===== src/rtl/peak_sorter.sv =====
// Keeps the NUM_PEAKS largest magnitudes of a frame in a sorted insertion register
// and drains them largest-first over a valid/ready source port at end of frame.
module peak_sorter #(
    parameter int DATA_WIDTH = 32,
    parameter int IDX_WIDTH  = 10,
    parameter int NUM_PEAKS  = 4
) (
    input  logic                  sink_clk,
    input  logic                  reset,
    input  logic                  sink_valid,
    output logic                  sink_ready,
    input  logic                  sink_sop,
    input  logic                  sink_eop,
    input  logic [DATA_WIDTH-1:0] sink_mag,
    input  logic [IDX_WIDTH-1:0]  sink_idx,
    output logic                  source_valid,
    input  logic                  source_ready,
    output logic                  source_sop,
    output logic                  source_eop,
    output logic [DATA_WIDTH-1:0] source_mag,
    output logic [IDX_WIDTH-1:0]  source_idx,
    output logic [15:0]           drop_cnt
);
    localparam int CW = $clog2(NUM_PEAKS + 1);

    typedef enum logic {COLLECT, DRAIN} state_t;

    state_t                state;
    logic [1:0]            rst_sync;
    logic                  rst_n;
    logic                  vld_q [NUM_PEAKS];
    logic [DATA_WIDTH-1:0] mag_q [NUM_PEAKS];
    logic [IDX_WIDTH-1:0]  idx_q [NUM_PEAKS];
    logic                  nv    [NUM_PEAKS];
    logic [DATA_WIDTH-1:0] nm    [NUM_PEAKS];
    logic [IDX_WIDTH-1:0]  ni    [NUM_PEAKS];
    logic [CW-1:0]         ptr, k, cnt, rd_p;
    logic [DATA_WIDTH-1:0] rd_mag;
    logic [IDX_WIDTH-1:0]  rd_idx;
    logic                  accept;

    // Assert asynchronously, release two edges later.
    always_ff @(posedge sink_clk or negedge reset) begin
        if (!reset) rst_sync <= 2'b00;
        else        rst_sync <= {rst_sync[0], 1'b1};
    end
    assign rst_n  = rst_sync[1];
    assign accept = sink_valid & sink_ready;

    // Insertion: strict less-than keeps an equal, earlier entry ahead.
    always_comb begin
        logic                  found;
        logic                  bv, pv;
        logic [DATA_WIDTH-1:0] pm;
        logic [IDX_WIDTH-1:0]  pi;
        found = 1'b0;
        pv    = 1'b0;
        pm    = '0;
        pi    = '0;
        cnt   = '0;
        for (int i = 0; i < NUM_PEAKS; i++) begin
            bv = vld_q[i] & ~sink_sop;
            if (found) begin
                nv[i] = pv;
                nm[i] = pm;
                ni[i] = pi;
            end else if (!bv || mag_q[i] < sink_mag) begin
                nv[i] = 1'b1;
                nm[i] = sink_mag;
                ni[i] = sink_idx;
                found = 1'b1;
            end else begin
                nv[i] = bv;
                nm[i] = mag_q[i];
                ni[i] = idx_q[i];
            end
            pv  = bv;
            pm  = mag_q[i];
            pi  = idx_q[i];
            cnt = cnt + CW'(nv[i]);
        end
    end

    always_comb begin
        rd_p   = source_valid ? ptr + CW'(1) : ptr;
        rd_mag = '0;
        rd_idx = '0;
        for (int i = 0; i < NUM_PEAKS; i++) begin
            if (CW'(i) == rd_p) begin
                rd_mag = mag_q[i];
                rd_idx = idx_q[i];
            end
        end
    end

    always_ff @(posedge sink_clk or negedge rst_n) begin
        if (!rst_n) begin
            state        <= COLLECT;
            sink_ready   <= 1'b1;
            source_valid <= 1'b0;
            source_sop   <= 1'b0;
            source_eop   <= 1'b0;
            source_mag   <= '0;
            source_idx   <= '0;
            drop_cnt     <= '0;
            ptr          <= '0;
            k            <= '0;
            for (int i = 0; i < NUM_PEAKS; i++) begin
                vld_q[i] <= 1'b0;
                mag_q[i] <= '0;
                idx_q[i] <= '0;
            end
        end else begin
            if (sink_valid && !sink_ready && drop_cnt != 16'hFFFF)
                drop_cnt <= drop_cnt + 16'd1;
            unique case (state)
                COLLECT: begin
                    if (accept) begin
                        for (int i = 0; i < NUM_PEAKS; i++) begin
                            vld_q[i] <= nv[i];
                            mag_q[i] <= nm[i];
                            idx_q[i] <= ni[i];
                        end
                        if (sink_eop) begin
                            state      <= DRAIN;
                            sink_ready <= 1'b0;
                            k          <= cnt;
                            ptr        <= '0;
                        end
                    end
                end
                DRAIN: begin
                    if (!source_valid || source_ready) begin
                        if (source_valid && source_eop) begin
                            for (int i = 0; i < NUM_PEAKS; i++)
                                vld_q[i] <= 1'b0;
                            state        <= COLLECT;
                            sink_ready   <= 1'b1;
                            source_valid <= 1'b0;
                            source_sop   <= 1'b0;
                            source_eop   <= 1'b0;
                        end else begin
                            ptr          <= rd_p;
                            source_valid <= 1'b1;
                            source_mag   <= rd_mag;
                            source_idx   <= rd_idx;
                            source_sop   <= (rd_p == '0);
                            source_eop   <= (rd_p == k - CW'(1));
                        end
                    end
                end
            endcase
        end
    end
endmodule

===== config.mk =====
export PLATFORM = sky130hd
export DESIGN_NAME = peak_sorter
export DESIGN_NICKNAME = d
export VERILOG_FILES = /design/src/rtl/peak_sorter.sv
export SDC_FILE = /design/constraint.sdc
export NUM_CORES = 1
export LEC_CHECK = 0
export CAP_MARGIN = 5
export CORE_ASPECT_RATIO = 1.2
export CORE_UTILIZATION = 60
export CTS_CLUSTER_DIAMETER = 150
export DETAILED_ROUTE_END_ITERATION = 6
export DONT_BUFFER_PORTS = 1
export MAX_ROUTING_LAYER = met4
export PLACE_DENSITY = 0.81
export REMOVE_ABC_BUFFERS = 1
export SLEW_MARGIN = 20
export SYNTH_ARGS = -nofsm -noshare
export SYNTH_HDL_FRONTEND = slang
export SYNTH_SLANG_ARGS = --single-unit

===== constraint.sdc =====
create_clock -name sink_clk -period 11 [get_ports sink_clk]
set_input_delay 2.2 -clock sink_clk [delete_from_list [all_inputs] [get_ports sink_clk]]
set_output_delay 2.2 -clock sink_clk [all_outputs]
set_load 0.1 [all_outputs]

==> flow_metrics.py <==
metrics = {
    "status": {
        "outcome": "finished with violations",
        "violations": "DRC",
    },
    "routing": {
        "detail_route.iter0.violations": 935,
        "vias": 11100,
        "avgViaCountPerCell": 6.70,
        "drt_wl_total_um": 37600,
        "routedWlPerCell_um": 22.6,
        "drcViolationCount": 3,
        "count_of_tritonroute_iterations_in_the_first_routing_pass": 7,
        "route.antenna.remaining_nets": 0,
    },
    "layout": {
        "mostFrequentLayoutCell": "dfrtp_1",
        "area_delta_synth_final_pct": 8.51,
        "combined_area_of_the_multi_input_logic_cells_um2": 7500,
        "finish.instance_area_um2": 15200,
        "post_route_cells_drive_above_1_share_pct": 10.1,
        "instances_no_fill": 1661,
        "filler_cell_count": 1744,
        "final_net_count": 1514,
        "diodes": 0,
        "ff_latch_area_um2": 6090,
        "layout_common_cells": "241 x dfrtp_1, 205 x nand2_1, 175 x o21ai_0",
    },
    "clock_network": {
        "cts_hold_buf": 0,
        "cts_tree": "done",
        "worst_setup_hold_path_clk_slew_ps": 60,
        "tritoncts.num_buffers": 26,
        "number_of_buffers_on_the_longest_clock_path": 3,
        "ctsRootBufferMaster": "clkbuf_16",
        "cts_h_tree_depth": 1,
        "worst_skew_pair.late_latency_ps": 540,
        "ctsResizeCount": 0,
        "cts_setup_buffers": 0,
        "numClockSinks": 243,
    },
    "logic_synthesis": {
        "synth-seq-area-share_pct": 43.3,
        "yosys-top-cells-area": "dfrtp_1 43%, ha_1 11%, o21ai_0 6.3%, mux2i_1 6.0%, nand2_1 5.5%",
        "yosys.area.top_type_share_pct": 43.1,
        "post_synth_instance_area_um2": 14000,
        "syn-mean-instance-area_um2": 10.2,
        "netlist-cell-type-count": 58,
        "post-synth-top-area-cell": "dfrtp_1",
        "postSynth.asyncResetShare_pct": 100,
        "postSynthRegisterBits": 243,
        "leading_register_cell_type_out_of_synthesis": "dfrtp_1",
        "number_of_enable_flip_flop_cells_after_synthesis": 0,
        "warning_count_from_the_yosys_run": 0,
        "synth_instances": 1374,
    },
    "timing": {
        "achievable-frequency_mhz": 177,
        "layout_min_cycle_time_ps": 5640,
        "slew_violations": 0,
        "finalClockSkew_ps": 18.1,
        "timing.final.crit_share_pct": 51.3,
        "max_slew.worst_pin.slew_ps": 1160,
        "slew-limit-headroom_pct": 22.9,
        "grt_setup_unrepaired": "false",
        "timing.final.hold_violations": 0,
        "tns_ps": 0,
        "report.final.setup_viol": 0,
    },
    "floorplan": {
        "die-width_um": 142,
        "fp.dieH_um": 170,
        "initial_core_util_pct": 61.9,
        "io_pins": 110,
        "die_area_um2": 24000,
        "placement_rows": 60,
        "placeableCoreArea_um2": 22700,
    },
    "power": {
        "clock_power_share_pct": 47.0,
        "comb_power_share_pct": 3.8,
        "power_frac_seq_pct": 49.3,
        "power_density_nw_per_um2": 135,
        "internal_power_w": 0.00153,
        "net-switching-power_w": 0.000527,
        "max-vdd-ir-drop_uv": 194,
        "leakage_nw": 7.17,
        "switching_share_pct": 25.6,
    },
    "global_routing": {
        "pin_count_of_the_biggest_net_entering_global_routing": 85,
        "first_global_vias": 11400,
        "grt_util_all_layers_pct": 32.7,
        "total_overflow_reported_by_the_global_router": 0,
        "number_of_antenna_violations_at_the_first_check_in_global_routing": 0,
        "grt_first_pass_wirelength_um": 59700,
    },
    "critical_path": {
        "cp_data_required_time_ps": 11410,
        "crit_arrival_ps": 6060,
        "worstRegToRegCells": 10,
        "crit_fanout": 45,
        "critical_path_type": "input pin to register",
        "setup.worst_path.end_class": "register",
        "worstSetupStartpointType": "input pin",
    },
    "placement": {
        "portBuffers": 0,
        "place.gp.congestion": 0.955,
        "place_inst": 1617,
        "hpwl_um": 23700,
        "placed_cell_area_um2": 14300,
    },
    "run": {
        "max_cap_violations": 0,
    },
    "hold_path": {
        "min-delay-path-class": "register to asynchronous set/reset pin",
    },
}
-- worst max-delay path, cell delays in order --
cell,delay (ps)
inv_1,70
ha_1,310
nand4_1,170
or4_1,550
o32ai_1,340
o311ai_1,140
nor3b_4,190
buf_4,270
o21ai_4,860
buf_4,540
mux2_2,380
-- flip-flops by register name, indices dropped and copies added, names as in the netlist, 2 cells and up --
signal and cells:
idx_q 40, ptr 3, drop_cnt 16, rst_sync 2, source_idx 10, source_mag 32
mag_q 128, k 3, vld_q 4
-- metrics by stage --
step	utilization [%]	hold slack [ps]	worst slack, ps	power, W
after CTS	67.1	313	5290	0.00206
after detailed placement	63.0	315	4780	0.00111
after global routing	67.2	351	5180	0.00211
after floorplan	-	331	933	0.00108
after global placement	63.0	309	4850	0.00110
final	67.2	291	5360	0.00206
-- cell type report --
cell class                 instances  share of cell area (%)
sequential                       243                    39.9
clock inverter                    11                    1.41
multi-input combinational        998                    49.2
tap                              310                    2.55
inverter                          47                    1.16
timing repair buffer              20                    1.06
clock buffer                      32                    4.69
-- cell usage after synthesis (2+ instances only) --
| cell | n |
|---|---|
| a32o_1 | 3 |
| buf_6 | 5 |
| mux2i_1 | 84 |
| ha_1 | 129 |
| a222oi_1 | 42 |
| o211ai_1 | 2 |
| a22o_1 | 42 |
| a21oi_1 | 45 |
| o21a_1 | 2 |
| o22ai_2 | 40 |
| buf_2 | 14 |
| a2111oi_0 | 2 |
| dfrtp_1 | 242 |
| and4_1 | 9 |
| nor3_2 | 2 |
| inv_1 | 47 |
| o32ai_1 | 3 |
| a21o_1 | 9 |
| o22ai_1 | 4 |
| a2bb2oi_1 | 42 |
| a221oi_1 | 8 |
| xor2_1 | 9 |
| and3_1 | 7 |
| nor3_1 | 3 |
| o21ai_0 | 176 |
| nand2_1 | 206 |
| clkbuf_1 | 67 |
| nand2b_1 | 9 |
| a211oi_1 | 4 |
| mux2_2 | 17 |
| nor4_1 | 6 |
| nand4_1 | 21 |
| nand3_1 | 20 |
| xnor2_1 | 12 |
| and2_1 | 2 |
| nor2_1 | 17 |
-- path summary, 6_finish.rpt --
path,start,slack (ps),endpoint
setup / recovery,sink_mag[14],5360,idx_q[29]$_DFFE_PN0P_
setup reg to reg,mag_q[109]$_DFFE_PN0P_,6670,idx_q[29]$_DFFE_PN0P_
hold reg to reg,rst_sync[1]$_DFF_PN0_,290,mag_q[87]$_DFFE_PN0P_
max in group asynchronous,rst_sync[1]$_DFF_PN0_,8850,mag_q[104]$_DFFE_PN0P_
hold / removal,rst_sync[1]$_DFF_PN0_,290,mag_q[87]$_DFFE_PN0P_
min in group sink_clk,rst_sync[0]$_DFF_PN0_,350,rst_sync[1]$_DFF_PN0_
-- routing by layer --
metal,track usage (%),routed length (um),vias to the layer above
met3,5.11,2910,129
met1,38.9,14700,5454
met2,54.1,18300,500
met5,-,0,-
li1,-,-,5051
met4,16.0,1690,0
-- cell families after synthesis --
logic type	synth area share, %
buffers and inverters	3.97
AO/OA/AOI/OAI	22.6
multiplexers	7.35
AND/OR/NAND/NOR	9.84
XOR/XNOR	1.31
adder cells (fa/ha/maj)	11.6
other	0.0267
flip-flops	43.3
-- power groups by stage --
stage          combinational [W]  clock [W]  sequential (W)
2_1_floorplan          0.0000481          0         0.00104
3_3_place_gp           0.0000737          0         0.00103
3_5_place_dp           0.0000774          0         0.00103
4_1_cts                0.0000776   0.000971         0.00101
5_1_grt                0.0000883    0.00100         0.00102
6_report               0.0000773   0.000966         0.00101
Power figures use the tool's default switching activity.
